<file path="config.mk">
export PLATFORM = sky130hd
export DESIGN_NAME = tick_period_meter
export DESIGN_NICKNAME = d
export VERILOG_FILES = /design/src/rtl/tick_period_meter.sv
export SDC_FILE = /design/constraint.sdc
export NUM_CORES = 1
export LEC_CHECK = 0
export ABC_AREA = 1
export CAP_MARGIN = 5
export CORE_ASPECT_RATIO = 1.1
export CORE_UTILIZATION = 26
export CTS_BUF_LIST = sky130_fd_sc_hd__clkbuf_8
export CTS_CLUSTER_DIAMETER = 120
export DETAILED_ROUTE_END_ITERATION = 10
export GPL_TIMING_DRIVEN = 0
export PLACE_DENSITY_LB_ADDON = 0.3
export SYNTH_ARGS = -nofsm -noshare
export SYNTH_HDL_FRONTEND = slang
export SYNTH_SLANG_ARGS = --single-unit
</file>
<file path="constraint.sdc">
create_clock -name clk -period 2.9 [get_ports clk]
set_input_delay 0.29 -clock clk [delete_from_list [all_inputs] [get_ports clk]]
set_output_delay 0.29 -clock clk [all_outputs]
set_load 0.02 [all_outputs]
</file>
<file path="src/rtl/tick_period_meter.sv">
// tick_period_meter
//   Measures the number of clk cycles between rising edges of an asynchronous
//   strobe and reports the divider value (N-1) that reproduces that rate on a
//   tick clock divider. Used in front of the bus receive logic to recover the
//   peer's bit-timing rate.
//
//   Parameters:
//     WIDTH        width of divider_out; measurable interval N = 2 .. 2**WIDTH
//   Ports:
//     clk          system clock
//     rst_n        asynchronous active-low reset
//     enable       1 = measure, 0 = hold in IDLE
//     clear        synchronous pulse, clears the sticky overflow flag
//     sig_in       asynchronous strobe, rate taken from its rising edges
//     edge_tick    one-cycle pulse per detected rising edge
//     divider_out  last measured divider value (N-1)
//     valid        one-cycle pulse when divider_out updates
//     locked       at least one good measurement since last ARM entry
//     overflow     sticky: an interval exceeded 2**WIDTH cycles
//   Build option:
//     TICK_PERIOD_AVERAGING_EN  average 4 consecutive intervals per update
module tick_period_meter #(
   parameter int WIDTH = 8
) (
   input  logic             clk,
   input  logic             rst_n,
   input  logic             enable,
   input  logic             clear,
   input  logic             sig_in,
   output logic             edge_tick,
   output logic [WIDTH-1:0] divider_out,
   output logic             valid,
   output logic             locked,
   output logic             overflow
);

   typedef enum logic [1:0] {IDLE, ARM, MEASURE} state_t;

   // First count value that can no longer be a legal interval (2**WIDTH + 1)
   localparam logic [WIDTH:0] CNT_LIMIT = {1'b1, {(WIDTH-1){1'b0}}, 1'b1};

   state_t         state;
   state_t         state_next;
   logic           s1;
   logic           s2;
   logic           s3;
   logic [WIDTH:0] cnt;
   logic           ovf_hit;
   logic           take;

   // Two-flop synchronizer plus one delay flop for edge detection
   always_ff @(posedge clk or negedge rst_n) begin
      if (!rst_n) begin
         s1        <= 1'b0;
         s2        <= 1'b0;
         s3        <= 1'b0;
         edge_tick <= 1'b0;
      end else begin
         s1        <= sig_in;
         s2        <= s1;
         s3        <= s2;
         edge_tick <= s2 & ~s3;
      end
   end

   // State register
   always_ff @(posedge clk or negedge rst_n) begin
      if (!rst_n) state <= IDLE;
      else        state <= state_next;
   end

   // Next-state logic
   always_comb begin
      state_next = state;
      if (!enable) begin
         state_next = IDLE;
      end else begin
         case (state)
            IDLE:    state_next = ARM;
            ARM:     if (edge_tick) state_next = MEASURE;
            // An edge landing on the overflow cycle immediately re-arms
            MEASURE: if (ovf_hit && !edge_tick) state_next = ARM;
            default: state_next = IDLE;
         endcase
      end
   end

   // Control decode
   always_comb begin
      ovf_hit = enable && (state == MEASURE) && (cnt == CNT_LIMIT);
      take    = enable && (state == MEASURE) && edge_tick && !ovf_hit;
   end

`ifdef TICK_PERIOD_AVERAGING_EN
   logic [WIDTH+2:0] sum;
   logic [WIDTH+2:0] sum_next;
   logic [WIDTH:0]   avg_m1;
   logic [1:0]       grp;
   logic             restart_avg;

   always_comb begin
      sum_next    = sum + {2'b00, cnt};
      avg_m1      = sum_next[WIDTH+2:2] - 1'b1;
      restart_avg = !enable || (state != MEASURE) || ovf_hit;
   end

   always_ff @(posedge clk or negedge rst_n) begin
      if (!rst_n) begin
         sum <= '0;
         grp <= '0;
      end else if (restart_avg) begin
         sum <= '0;
         grp <= '0;
      end else if (take) begin
         grp <= grp + 1'b1;
         sum <= (grp == 2'd3) ? '0 : sum_next;
      end
   end
`endif

   // Counter and measurement outputs
   always_ff @(posedge clk or negedge rst_n) begin
      if (!rst_n) begin
         cnt         <= '0;
         divider_out <= '0;
         valid       <= 1'b0;
         locked      <= 1'b0;
         overflow    <= 1'b0;
      end else begin
         valid <= 1'b0;
         // Placed before any set so that a simultaneous set wins
         if (clear) overflow <= 1'b0;
         if (!enable) begin
            cnt    <= '0;
            locked <= 1'b0;
         end else begin
            case (state)
               ARM: cnt <= {{WIDTH{1'b0}}, edge_tick};
               MEASURE: begin
                  if (ovf_hit) begin
                     overflow <= 1'b1;
                     locked   <= 1'b0;
                     cnt      <= {{WIDTH{1'b0}}, edge_tick};
                  end else if (edge_tick) begin
                     cnt <= {{WIDTH{1'b0}}, 1'b1};
`ifdef TICK_PERIOD_AVERAGING_EN
                     if (grp == 2'd3) begin
                        divider_out <= avg_m1[WIDTH-1:0];
                        valid       <= 1'b1;
                        locked      <= 1'b1;
                     end
`else
                     // N = 2**WIDTH wraps to all-ones, which is exactly N-1
                     divider_out <= cnt[WIDTH-1:0] - 1'b1;
                     valid       <= 1'b1;
                     locked      <= 1'b1;
`endif
                  end else begin
                     cnt <= cnt + 1'b1;
                  end
               end
               default: cnt <= '0;
            endcase
         end
      end
   end

   // take is consumed only by the averaging path
   logic unused_take;
   always_comb unused_take = take;

endmodule

</file>
# == Yosys cells after proc, flatten, opt, wreduce, memory -nomap -nowiden ==
# Index checks and enable logic that the tools add are counted.
# totals
reg_bits,26
word_cells,50
output_inout_bits,12
inputBits,5
# classes
bitwise,3
n_mux,20
n_reduce_logical,8
eq_ne,7
n_addsub,2
# op_table
operator,n
two-way mux 9 bit,3
one-hot mux 9 bit (2 select lines),1
two-way mux 1 bit,12
"adder 9 x 1 -> 9 bit, second input constant",1
"equality test 9 bit, second input constant",1
"subtractor 8 x 1 -> 8 bit, second input constant",1
two-way mux 2 bit,3
"inequality test 3 bit, second input constant",2
one-hot mux 2 bit (3 select lines),1
AND reduction 2 bit,2
AND reduction 4 bit,1
logical AND 1 bit,3
"inequality test 3 x 1 -> 1 bit, second input constant",1
"equality test 2 x 1 -> 1 bit, second input constant",1
"equality test 2 bit, second input constant",1
logical NOT 2 bit,1
"inequality test 2 x 1 -> 1 bit, second input constant",1
inverter 1 bit,2
AND 1 bit,1
logical NOT 1 bit,1

# == Logic depth before layout (Yosys ltp) ==
# logic_depth
depth_word,7
ltp_mapped,10
ltp_nobuf,10

# == Worst setup path before layout ==
# No wires, ideal clock.
# synth_timing
path_kind,register to register
startpoint,reg cnt[1]
endpoint,reg divider_out[3]
slack_ns,1.624
arrival_ns,1.159
t_required_ns,2.784
setup_time_ns,0.116
path_buffers,0
period_less_slack_ns,1.276
stages_incl_launch_ff,11
path_cell_list,dfrtp_1 -> inv_1 -> ha_1 -> nand2_1 -> inv_1 -> nand2_2 -> nor2_8 -> nor2_8 -> nand2_8 -> nand2_2 -> nand2_1
# synth_via
elab_chain_cells,4
elab_cells_between_ends,5
cone_classes,1 x add/sub; 1 x eq/ne; 1 x bitwise; 2 x reduce/logical
# synth_rtl
item,line,source
"start, declared",47,logic [WIDTH:0] cnt;
"start signal, assigned",138,"ARM: cnt <= {{WIDTH{1'b0}}, edge_tick};"
"start signal, assigned",143,"cnt <= {{WIDTH{1'b0}}, edge_tick};"
"start signal, assigned",145,"cnt <= {{WIDTH{1'b0}}, 1'b1};"
"parallel branches: the longest is 4 deep, another holds subtractor 8 x 1 -> 8 bit",-,
"end signal, assigned",154,divider_out <= cnt[WIDTH-1:0] - 1'b1;
"end, declared",31,"output logic [WIDTH-1:0] divider_out,"
# Parallel ways; which one is timed is not known.
# A chain may end at the register's enable or synchronous reset.

# == Worst setup path in the final report ==
# layout_timing
startpoint,reg divider_out[3]
endpoint,out divider_out[3]
# No word-level cell between the ends.

==> flow_metrics.tcl <==
set metrics [dict create \
    seq_area_frac_synth 0.432 \
    first_global_vias 1111 \
    drive_gt1_frac 0.188 \
    end_kind "output pin" \
    cts_tree "yes" \
    ys_types 24 \
    cts_max_level 1 \
    synth_top_area_share 0.432 \
    die_y_um 81.9 \
    path_delay_family "buffers and inverters" \
    cts.sinks 26 \
    hp-class "input port to asynchronous set/reset pin" \
    max_slew.worst_pin.slew_ns 0.425 \
    grt_max_degree 27 \
    critPathMaxFanout 2 \
    crit_chain "clkdlybuf4s50_1" \
    avgSynthCellArea_um2 8.33 \
    placed_cells 272 \
    num_vias 1143 \
    rows 28 \
    syn_to_final_growth_pct 23.4 \
    wire_per_inst_um 10.3 \
    p_total_uw 1220 \
    drt_iter0_markers 72 \
    antenna_found_initial 0 \
    clock-root-buffer "clkbuf_8" \
    num_antenna_cells 0 \
    wirelength_um 2850 \
    tns_ns 0 \
    grt_overflow 0 \
    place_congestion 0.796 \
    antenna_left 0 \
    slowest_delay_ns 0.61 \
    finClkSkew_ns 0.00269 \
    critical_path_class "flop to output pin" \
    rsz0062_at_grt "false" \
    fmax_ghz 0.645 \
    drv_slew 0 \
    fp.dieW_um 74.6 \
    post-dp-hpwl_um 2120 \
    nNetsFinal 214 \
    ys_top_cells_by_area "dfrtp_1, nand2_1, nand2_2, ha_1, nor2_1" \
    crit_cells 1 \
    p_leak_uw 0.000909 \
    io_pins 17 \
    max-clock-path-buffers 2 \
    post_cts_buffers 0 \
    cts_made_buffers 3 \
    cp_num_buf_inv 1 \
    synth.net_count 192 \
    yosys.area.top_type "dfrtp_1" \
    cpMaxStageDelayCell "clkdlybuf4s50_1" \
    grt_use_total 0.107 \
    drt-pass1-iter-count 4 \
    power.density_nw_per_um2 658 \
    avgViaCountPerCell 4.13 \
    fp.dieArea_um2 6110 \
    required_ns 2.61 \
    clk_pin_slew_worst_paths_ns 0.09 \
    setup_viol 0 \
    yosysWarnings 0 \
    status "finished clean" \
    port_buffers 16 \
    worstSkewPairLatency_ns 0.27 \
    crit_path_start "divider_out[3]" \
    hold_viol 0 \
    grt_pass1_wl_um 4980 \
    netlist_instances 181 \
    cap_viol_max_count 0 \
    synthesis.area_um2 1510 \
    cp.arrival_ns 1.26 \
    ys_seq_elements 26 \
    worstReg2RegStart "state[0]" \
    slew_headroom 0.716 \
    nFillCells 577 \
    hold_buffers 0 \
    critPathLaunchType "flop" \
    final_cells 277 \
    ir_drop_mv 0.295 \
    reg2reg_depth 8 \
    start_util 0.274 \
    min_period_over_period 0.535 \
    post_cts_resized 0 \
    period_needed_ns 1.55 \
    core_area_um2 5500 \
    drc_errors 0 \
]
-- layout by cell type (no fill, tap or decap), drive strengths merged, types with 5 or more instances in the layout --
master and count:
ha 6, nor2 26, buf 5, nand3 12
xor2 5, inv 21, clkdlybuf4s50 16, nand2 69
o21ai 5, dfrtp 26
-- report_power, final --
group	total, uW	internal, uW	switching (uW)	leakage (uW)
logic	427	197	230	0.000532
clock network	306	185	121	0.0000357
registers	491	436	54.7	0.000341
total	1220	819	406	0.000909
-- final timing paths --
| kind | endpoint | slack [ns] |
|---|---|---|
| hold / removal | locked | 0.31 |
| min in group clk | s2 | 0.36 |
| hold reg to reg | s2 | 0.36 |
| setup reg to reg | divider_out[7] | 1.46 |
| max in group asynchronous | cnt[4] | 2.15 |
| setup / recovery | divider_out[3] | 1.35 |
-- synth_stat cells, drive strengths merged --
cell and number:
nand2 69, dfrtp 26, nor2 26, inv 21
nand3 12, ha 6, o21ai 5, xor2 5
buf 4, nand3b 2, nand4 2, nor3 1
o2111ai 1, xnor2 1
-- flip-flops by register name (all words and copies together) (netlist names) --
signal       cells
cnt              9
divider_out      8
edge_tick        1
locked           1
overflow         1
s1               1
s2               1
s3               1
state            2
valid            1
-- area by class of cell --
type	instances	area [um^2]	area share
Sequential cell	26	651	0.350
Timing Repair Buffer	17	188	0.101
Multi-Input combinational cell	130	743	0.399
Inverter	21	78.8	0.0424
Buffer	4	35.0	0.0188
Clock buffer	3	41.3	0.0222
Clock inverter	1	30.0	0.0161
Tap cell	75	93.8	0.0504
-- per-stage QoR --
step | instance area (um^2) | hold slack, ns | util | setup slack (ns)
after CTS | 1830 | 0.362 | 0.333 | 1.34
after detailed placement | 1760 | 0.342 | 0.320 | 1.09
final | 1860 | 0.309 | 0.338 | 1.35
after global routing | 1860 | 0.327 | 0.338 | 1.29
after floorplan | 1510 | -0.00559 | - | 1.62
after global placement | 1760 | 0.336 | 0.320 | 1.14
-- layer usage --
layer  vias up  track usage  share of wire
met2        23        0.184           0.50
li1        590            -              -
met4         0       0.0396          0.017
met3         9       0.0258          0.034
met1       521        0.127           0.45
met5         -            0              0
-- cell families (layout without fill, tap and decap cells) --
| kind of cell | Yosys count | in the layout | synth area share |
|---|---|---|---|
| AO/OA/AOI/OAI | 6 | 6 | 0.0224 |
| XOR/XNOR | 6 | 6 | 0.0349 |
| AND/OR/NAND/NOR | 112 | 112 | 0.386 |
| flip-flops | 26 | 26 | 0.432 |
| adder cells (fa/ha/maj) | 6 | 6 | 0.0498 |
| buffers and inverters | 25 | 46 | 0.0755 |
Power figures use the tool's default switching activity.
